$ cat src/rtl/reduce_ring_pkg.sv
// reduce_ring_pkg: shared state encodings, default widths and register map for the reduce_ring node.
// Contents:
//   state_t              arbiter FSM states (IDLE, HDR, PAYLOAD)
//   DEF_DATA_WIDTH       default datapath word width
//   DEF_CTRL_WIDTH       default ctrl width
//   UDP_REG_ADDR_WIDTH   register ring address width
//   CPCI_NF2_DATA_WIDTH  register ring data width
//   RIA_PKT_CNT_ADDR     address of the input arbiter packet counter
package reduce_ring_pkg;
   typedef enum logic [1:0] {
      IDLE    = 2'd0,
      HDR     = 2'd1,
      PAYLOAD = 2'd2
   } state_t;
   localparam int DEF_DATA_WIDTH      = 64;
   localparam int DEF_CTRL_WIDTH      = 8;
   localparam int UDP_REG_ADDR_WIDTH  = 23;
   localparam int CPCI_NF2_DATA_WIDTH = 32;
   localparam logic [UDP_REG_ADDR_WIDTH-1:0] RIA_PKT_CNT_ADDR = '0;
endpackage

$ cat src/rtl/rr_grant.sv
// rr_grant: combinational round-robin pick of the next requesting queue after the last one served.
// Ports:
//   i_req    per-queue request vector
//   i_last   index of the queue granted most recently
//   o_grant  first requesting index searching from i_last+1 (wrapping); i_last if none requests
module rr_grant #(
   parameter int NUM_QUEUES = 4,
   localparam int IW = $clog2(NUM_QUEUES)
) (
   input  logic [NUM_QUEUES-1:0] i_req,
   input  logic [IW-1:0]         i_last,
   output logic [IW-1:0]         o_grant
);
   logic [IW-1:0] w_idx;
   // Walk from the farthest offset down to the nearest so the closest requester overwrites the rest.
   always_comb begin
      o_grant = i_last;
      w_idx = i_last;
      for (int k = NUM_QUEUES; k >= 1; k--) begin
         w_idx = IW'((int'(i_last) + k) % NUM_QUEUES);
         if (i_req[w_idx]) o_grant = w_idx;
      end
   end
endmodule

$ cat src/rtl/reduce_input_arbiter.sv
// reduce_input_arbiter: packet-granular round-robin merge of NUM_QUEUES queues onto one registered stream.
// Ports:
//   i_clk, i_reset                 clock, synchronous active-high reset
//   i_in_data/i_in_ctrl/i_in_wr    packed per-queue words and valids (queue i at slice i)
//   o_in_rdy                       per-queue accept, combinational from i_out_rdy
//   o_out_data/o_out_ctrl/o_out_wr registered output word towards output_port_lookup
//   i_out_rdy                      downstream can take a word
//   i_reg_*_in / o_reg_*_out       register ring stage; serves the read-only packet counter
module reduce_input_arbiter
   import reduce_ring_pkg::*;
#(
   parameter int NUM_QUEUES        = 4,
   parameter int DATA_WIDTH        = DEF_DATA_WIDTH,
   parameter int CTRL_WIDTH        = DEF_CTRL_WIDTH,
   parameter int UDP_REG_SRC_WIDTH = 2,
   parameter logic [UDP_REG_ADDR_WIDTH-1:0] PKT_CNT_ADDR = RIA_PKT_CNT_ADDR
) (
   input  logic                             i_clk,
   input  logic                             i_reset,
   input  logic [NUM_QUEUES*DATA_WIDTH-1:0] i_in_data,
   input  logic [NUM_QUEUES*CTRL_WIDTH-1:0] i_in_ctrl,
   input  logic [NUM_QUEUES-1:0]            i_in_wr,
   output logic [NUM_QUEUES-1:0]            o_in_rdy,
   output logic [DATA_WIDTH-1:0]            o_out_data,
   output logic [CTRL_WIDTH-1:0]            o_out_ctrl,
   output logic                             o_out_wr,
   input  logic                             i_out_rdy,
   input  logic                             i_reg_req_in,
   input  logic                             i_reg_ack_in,
   input  logic                             i_reg_rd_wr_L_in,
   input  logic [UDP_REG_ADDR_WIDTH-1:0]    i_reg_addr_in,
   input  logic [CPCI_NF2_DATA_WIDTH-1:0]   i_reg_data_in,
   input  logic [UDP_REG_SRC_WIDTH-1:0]     i_reg_src_in,
   output logic                             o_reg_req_out,
   output logic                             o_reg_ack_out,
   output logic                             o_reg_rd_wr_L_out,
   output logic [UDP_REG_ADDR_WIDTH-1:0]    o_reg_addr_out,
   output logic [CPCI_NF2_DATA_WIDTH-1:0]   o_reg_data_out,
   output logic [UDP_REG_SRC_WIDTH-1:0]     o_reg_src_out
);
   localparam int IW = $clog2(NUM_QUEUES);
   localparam int RW = CPCI_NF2_DATA_WIDTH;

   state_t                  r_state, w_state_nxt;
   logic [IW-1:0]           r_cur, r_last, w_grant;
   logic [RW-1:0]           r_pkt_cnt;
   logic [DATA_WIDTH-1:0]   r_out_data, w_data;
   logic [CTRL_WIDTH-1:0]   r_out_ctrl, w_ctrl;
   logic                    r_out_wr, w_xfer, w_eop, w_hit;
   logic                    r_reg_req, r_reg_ack, r_reg_rd_wr_L;
   logic [UDP_REG_ADDR_WIDTH-1:0] r_reg_addr;
   logic [RW-1:0]           r_reg_data;
   logic [UDP_REG_SRC_WIDTH-1:0]  r_reg_src;

   rr_grant #(.NUM_QUEUES(NUM_QUEUES)) u_grant (
      .i_req   (i_in_wr),
      .i_last  (r_last),
      .o_grant (w_grant)
   );

   assign w_data   = i_in_data[r_cur*DATA_WIDTH +: DATA_WIDTH];
   assign w_ctrl   = i_in_ctrl[r_cur*CTRL_WIDTH +: CTRL_WIDTH];
   assign w_xfer   = (r_state != IDLE) && i_out_rdy && i_in_wr[r_cur];
   // EOP is the first non-zero ctrl after the payload has started; header words also carry non-zero ctrl.
   assign w_eop    = w_xfer && (r_state == PAYLOAD) && (w_ctrl != '0);
   assign w_hit    = i_reg_req_in && !i_reg_ack_in && (i_reg_addr_in == PKT_CNT_ADDR);
   assign o_in_rdy = ((r_state != IDLE) && i_out_rdy) ? (NUM_QUEUES'(1) << r_cur) : '0;

   always_comb begin
      w_state_nxt = r_state;
      case (r_state)
         IDLE:    if (|i_in_wr) w_state_nxt = HDR;
         HDR:     if (w_xfer && w_ctrl == '0) w_state_nxt = PAYLOAD;
         PAYLOAD: if (w_xfer && w_ctrl != '0) w_state_nxt = IDLE;
         default: w_state_nxt = IDLE;
      endcase
   end

   always_ff @(posedge i_clk) begin
      if (i_reset) begin
         r_state       <= IDLE;
         r_cur         <= '0;
         r_last        <= IW'(NUM_QUEUES - 1);
         r_pkt_cnt     <= '0;
         r_out_wr      <= 1'b0;
         r_out_data    <= '0;
         r_out_ctrl    <= '0;
         r_reg_req     <= 1'b0;
         r_reg_ack     <= 1'b0;
         r_reg_rd_wr_L <= 1'b0;
         r_reg_addr    <= '0;
         r_reg_data    <= '0;
         r_reg_src     <= '0;
      end else begin
         r_state <= w_state_nxt;
         if (r_state == IDLE && |i_in_wr) r_cur <= w_grant;
         if (w_eop) r_last <= r_cur;
         r_pkt_cnt <= r_pkt_cnt + RW'(w_eop);
         r_out_wr  <= w_xfer;
         if (w_xfer) begin
            r_out_data <= w_data;
            r_out_ctrl <= w_ctrl;
         end
         r_reg_req     <= i_reg_req_in;
         r_reg_ack     <= i_reg_ack_in | w_hit;
         r_reg_rd_wr_L <= i_reg_rd_wr_L_in;
         r_reg_addr    <= i_reg_addr_in;
         // Reads see the count before any EOP landing in this same cycle.
         r_reg_data    <= (w_hit && i_reg_rd_wr_L_in) ? r_pkt_cnt : i_reg_data_in;
         r_reg_src     <= i_reg_src_in;
      end
   end

   assign o_out_data        = r_out_data;
   assign o_out_ctrl        = r_out_ctrl;
   assign o_out_wr          = r_out_wr;
   assign o_reg_req_out     = r_reg_req;
   assign o_reg_ack_out     = r_reg_ack;
   assign o_reg_rd_wr_L_out = r_reg_rd_wr_L;
   assign o_reg_addr_out    = r_reg_addr;
   assign o_reg_data_out    = r_reg_data;
   assign o_reg_src_out     = r_reg_src;
endmodule

$ cat config.mk
export PLATFORM = sky130hd
export DESIGN_NAME = reduce_input_arbiter
export DESIGN_NICKNAME = d
export VERILOG_FILES = /design/src/rtl/reduce_ring_pkg.sv /design/src/rtl/rr_grant.sv /design/src/rtl/reduce_input_arbiter.sv
export SDC_FILE = /design/constraint.sdc
export NUM_CORES = 1
export LEC_CHECK = 0
export ABC_AREA = 1
export BUFFER_PORTS_ARGS = -buffer_cell sky130_fd_sc_hd__buf_2
export CAP_MARGIN = 20
export CORE_AREA = 4 4 190 192
export DETAILED_ROUTE_END_ITERATION = 8
export DIE_AREA = 0 0 194 196
export GPL_ROUTABILITY_DRIVEN = 0
export SLEW_MARGIN = 20
export SYNTH_ARGS = -nofsm -noshare
export SYNTH_HDL_FRONTEND = slang
export SYNTH_HIERARCHICAL = 1
export SYNTH_SLANG_ARGS = --single-unit
$ cat constraint.sdc
create_clock -name i_clk -period 3.7 [get_ports i_clk]
set_clock_uncertainty 0.1 [all_clocks]
set_input_delay 0.185 -clock i_clk [delete_from_list [all_inputs] [get_ports i_clk]]
set_output_delay 0.185 -clock i_clk [all_outputs]
set_load 0.01 [all_outputs]
==> impl_metrics.ini <==
[run_status]
status = complete, no violations

[setup_path]
critPathSlowestCell = dfxtp_4
cp.required_ns = 3.94
critPathTopFamily = simple AND/OR/NAND/NOR gates
crit_fanout = 25
crit_type = reg2reg
critical_path_buf_inv_count = 1
cp-start-kind = register
path_cells = nor2_4 -> nand2_1 -> nand2_1 -> nor2_1 -> nand2_1 -> nor2_1 -> nand2_1 -> nand3_1 -> inv_1 -> ha_1 -> ha_1 -> nand3_1 -> nor2_1 -> nand3_1 -> nor3_1 -> nand3_1 -> o21ai_0 -> nor2_1
critPathArrivalTime_ns = 3.51
slowest_delay_ns = 0.45
endpoint_kind = register

[synthesis]
ys_warn_count = 6
synth_ff_type = dfxtp_1
syn_area_per_cell_um2 = 6.75
synth_area_mm2 = 0.00845
async_reset_ff_share_pct = 0
ys_top_cells_by_area = dfxtp_1 41%, nand2_1 14%, a221oi_1 6.6%
syn_nets = 1608
synth_most_common_cell = nand2_1
ys_seq_area_share_pct = 40.5
synth-edff-count = 0
yosysTopAreaCellShare_pct = 40.5
synth_commonest_cells = 326 x nand2_1, 171 x dfxtp_1, 148 x nor2_1
ys_ff_latch = 171
postSynthCellCount = 1251
synthDistinctLibCells = 32
yosysTopAreaCell = dfxtp_1

[min_path]
hold_class = in2reg

[floorplan]
dieArea_mm2 = 0.0380
die_x_um = 194
core-area_mm2 = 0.0344
rows = 68
io_pins = 492
die_h_um = 196
initial_core_util_pct = 24.6

[clocking]
cts_buffers = 17
cts_buffer_depth = 2
clk_latency_ns = 0.45
h-tree-depth = 4
root_buffer = clkbuf_16
clkSlewWorstSetupHoldPaths_ns = 0.07
clock_sinks = 171
cts_tree = yes

[sta]
fin_setup_tns_ns = 0
finalCritPeriodShare_pct = 88.3
fin_hold_ws_ns = 0.0250
min_period_ns = 3.27
relSlewSlack_pct = 30.8
worst_slew_pin_slew_ns = 1.04
finalHoldViolCount = 0
rsz0062_at_grt = false
fmax_mhz = 306
report.final.slew_viol_count = 0
setup_violations = 0

[pwr]
cellLeakagePower_nw = 7.04
ir_worst_vdd_mv = 0.305
total_power_mw = 5.24
cellPowerDensity_mw_per_mm2 = 378

[grt]
grt.overflow.total = 0
grt_pass1_wl_mm = 62.7
grt_max_degree = 97
grt.total_usage_pct = 21.0
grt_pass1_vias = 11100
antenna_found_initial = 32

[detailed_routing]
routed_via_density = 4.72
drt-initial-drc-count = 760
first_pass_iters = 5
vias = 11200
drt_wl_total_mm = 42.0
drc = 0
wire_per_inst_um = 17.7
ant_nets = 0

[place]
io_buffers = 491
hpwl_mm = 31.5

[final_layout]
layout-drive-gt1-share_pct = 29.6
fin_nets = 2248
syn2layout_area_growth_pct = 64.2
fill_cells = 3636

[job]
cap_violations = 0
routing by layer:
layer	wire length, µm	up-vias	track usage (%)
li1	-	5466	-
met4	2560	28	13.4
met2	20000	543	35.1
met5	187	-	0
met1	15500	5035	22.8
met3	3760	152	7.18
cell usage in the layout, fill, tap and decap left out, types with 16 or more instances in the layout:
| master | n |
|---|---|
| dfxtp_1 | 169 |
| clkbuf_16 | 18 |
| nand2_1 | 326 |
| buf_4 | 16 |
| buf_2 | 491 |
| dlygate4sd3_1 | 195 |
| inv_1 | 99 |
| nand4_1 | 20 |
| a21oi_1 | 97 |
| o21ai_0 | 81 |
| nand3_1 | 107 |
| diode_2 | 19 |
| a221oi_1 | 64 |
| nor2_1 | 148 |
worst min-delay path, cell delays in order:
cell and delay [ns]:
buf_2 0.09, nand2_1 0.05, nand2_1 0.05, nor2_1 0.05, a21oi_1 0.11
kinds of logic (layout without fill, tap and decap cells):
logic type / count (synthesis) / in the layout / share of synthesized area (%)
simple gates: 634 / 634 / 31.3
compound gates: 249 / 249 / 17.7
buf+inv: 187 / 840 / 9.36
flops: 171 / 171 / 40.5
xor+xnor: 8 / 8 / 0.829
fa+ha+maj: 2 / 2 / 0.296
other cells: 0 / 19 / 0
flip-flops by register name, indices dropped and copies added (netlist names), 8 cells and up:
signal	count
o_out_ctrl	8
o_out_data	64
o_reg_addr_out	23
o_reg_data_out	32
r_pkt_cnt	32
cell type report:
cell class,instances,area (µm²),share of cell area (%)
inverters,106,402,2.90
diodes,19,47.5,0.343
clock inverters,13,198,1.42
clock buffers,19,464,3.35
multi-input cells,893,4240,30.5
well taps,455,569,4.10
flip-flops and latches,171,3430,24.7
repair buffers,702,4530,32.6
per-stage QoR:
stage,util [%],cell area (µm²),instances,setup WS (ns)
finish,40.4,13900,2378,0.432
global route,40.3,13900,2375,0.0490
CTS,40.2,13800,2359,0.351
detailed placement,32.6,11200,2132,0.376
global placement,32.6,11200,2132,0.466
floorplan,-,8450,1251,0.826
power by group:
part	leakage, nW	switching (mW)	internal (mW)
clock	0.320	0.856	1.21
combinational	5.32	0.604	0.596
sequential	1.40	0.0467	1.93
worst paths after layout:
| kind | cells after the start | slack (ns) | start | end |
|---|---|---|---|---|
| hold / removal | 5 | 0.03 | i_in_ctrl[6] | o_out_ctrl[6] |
| setup reg to reg | 18 | 0.43 | r_cur[0] | r_pkt_cnt[18] |
| setup / recovery | 18 | 0.43 | r_cur[0] | r_pkt_cnt[18] |
| hold reg to reg | 2 | 0.39 | r_pkt_cnt[31] | r_pkt_cnt[31] |
what timing repair did:
| item | 4_1_cts | 5_1_grt |
|---|---|---|
| setup buffers | 0 | 0 |
| setup endpoints to repair | 0 | 3 |
| endpoints found under the hold margin | 131 | 0 |
| hold buffers | 195 | 0 |
| gates resized for setup | 0 | 1 |
Note: power is estimated with default switching activity, not from simulation.
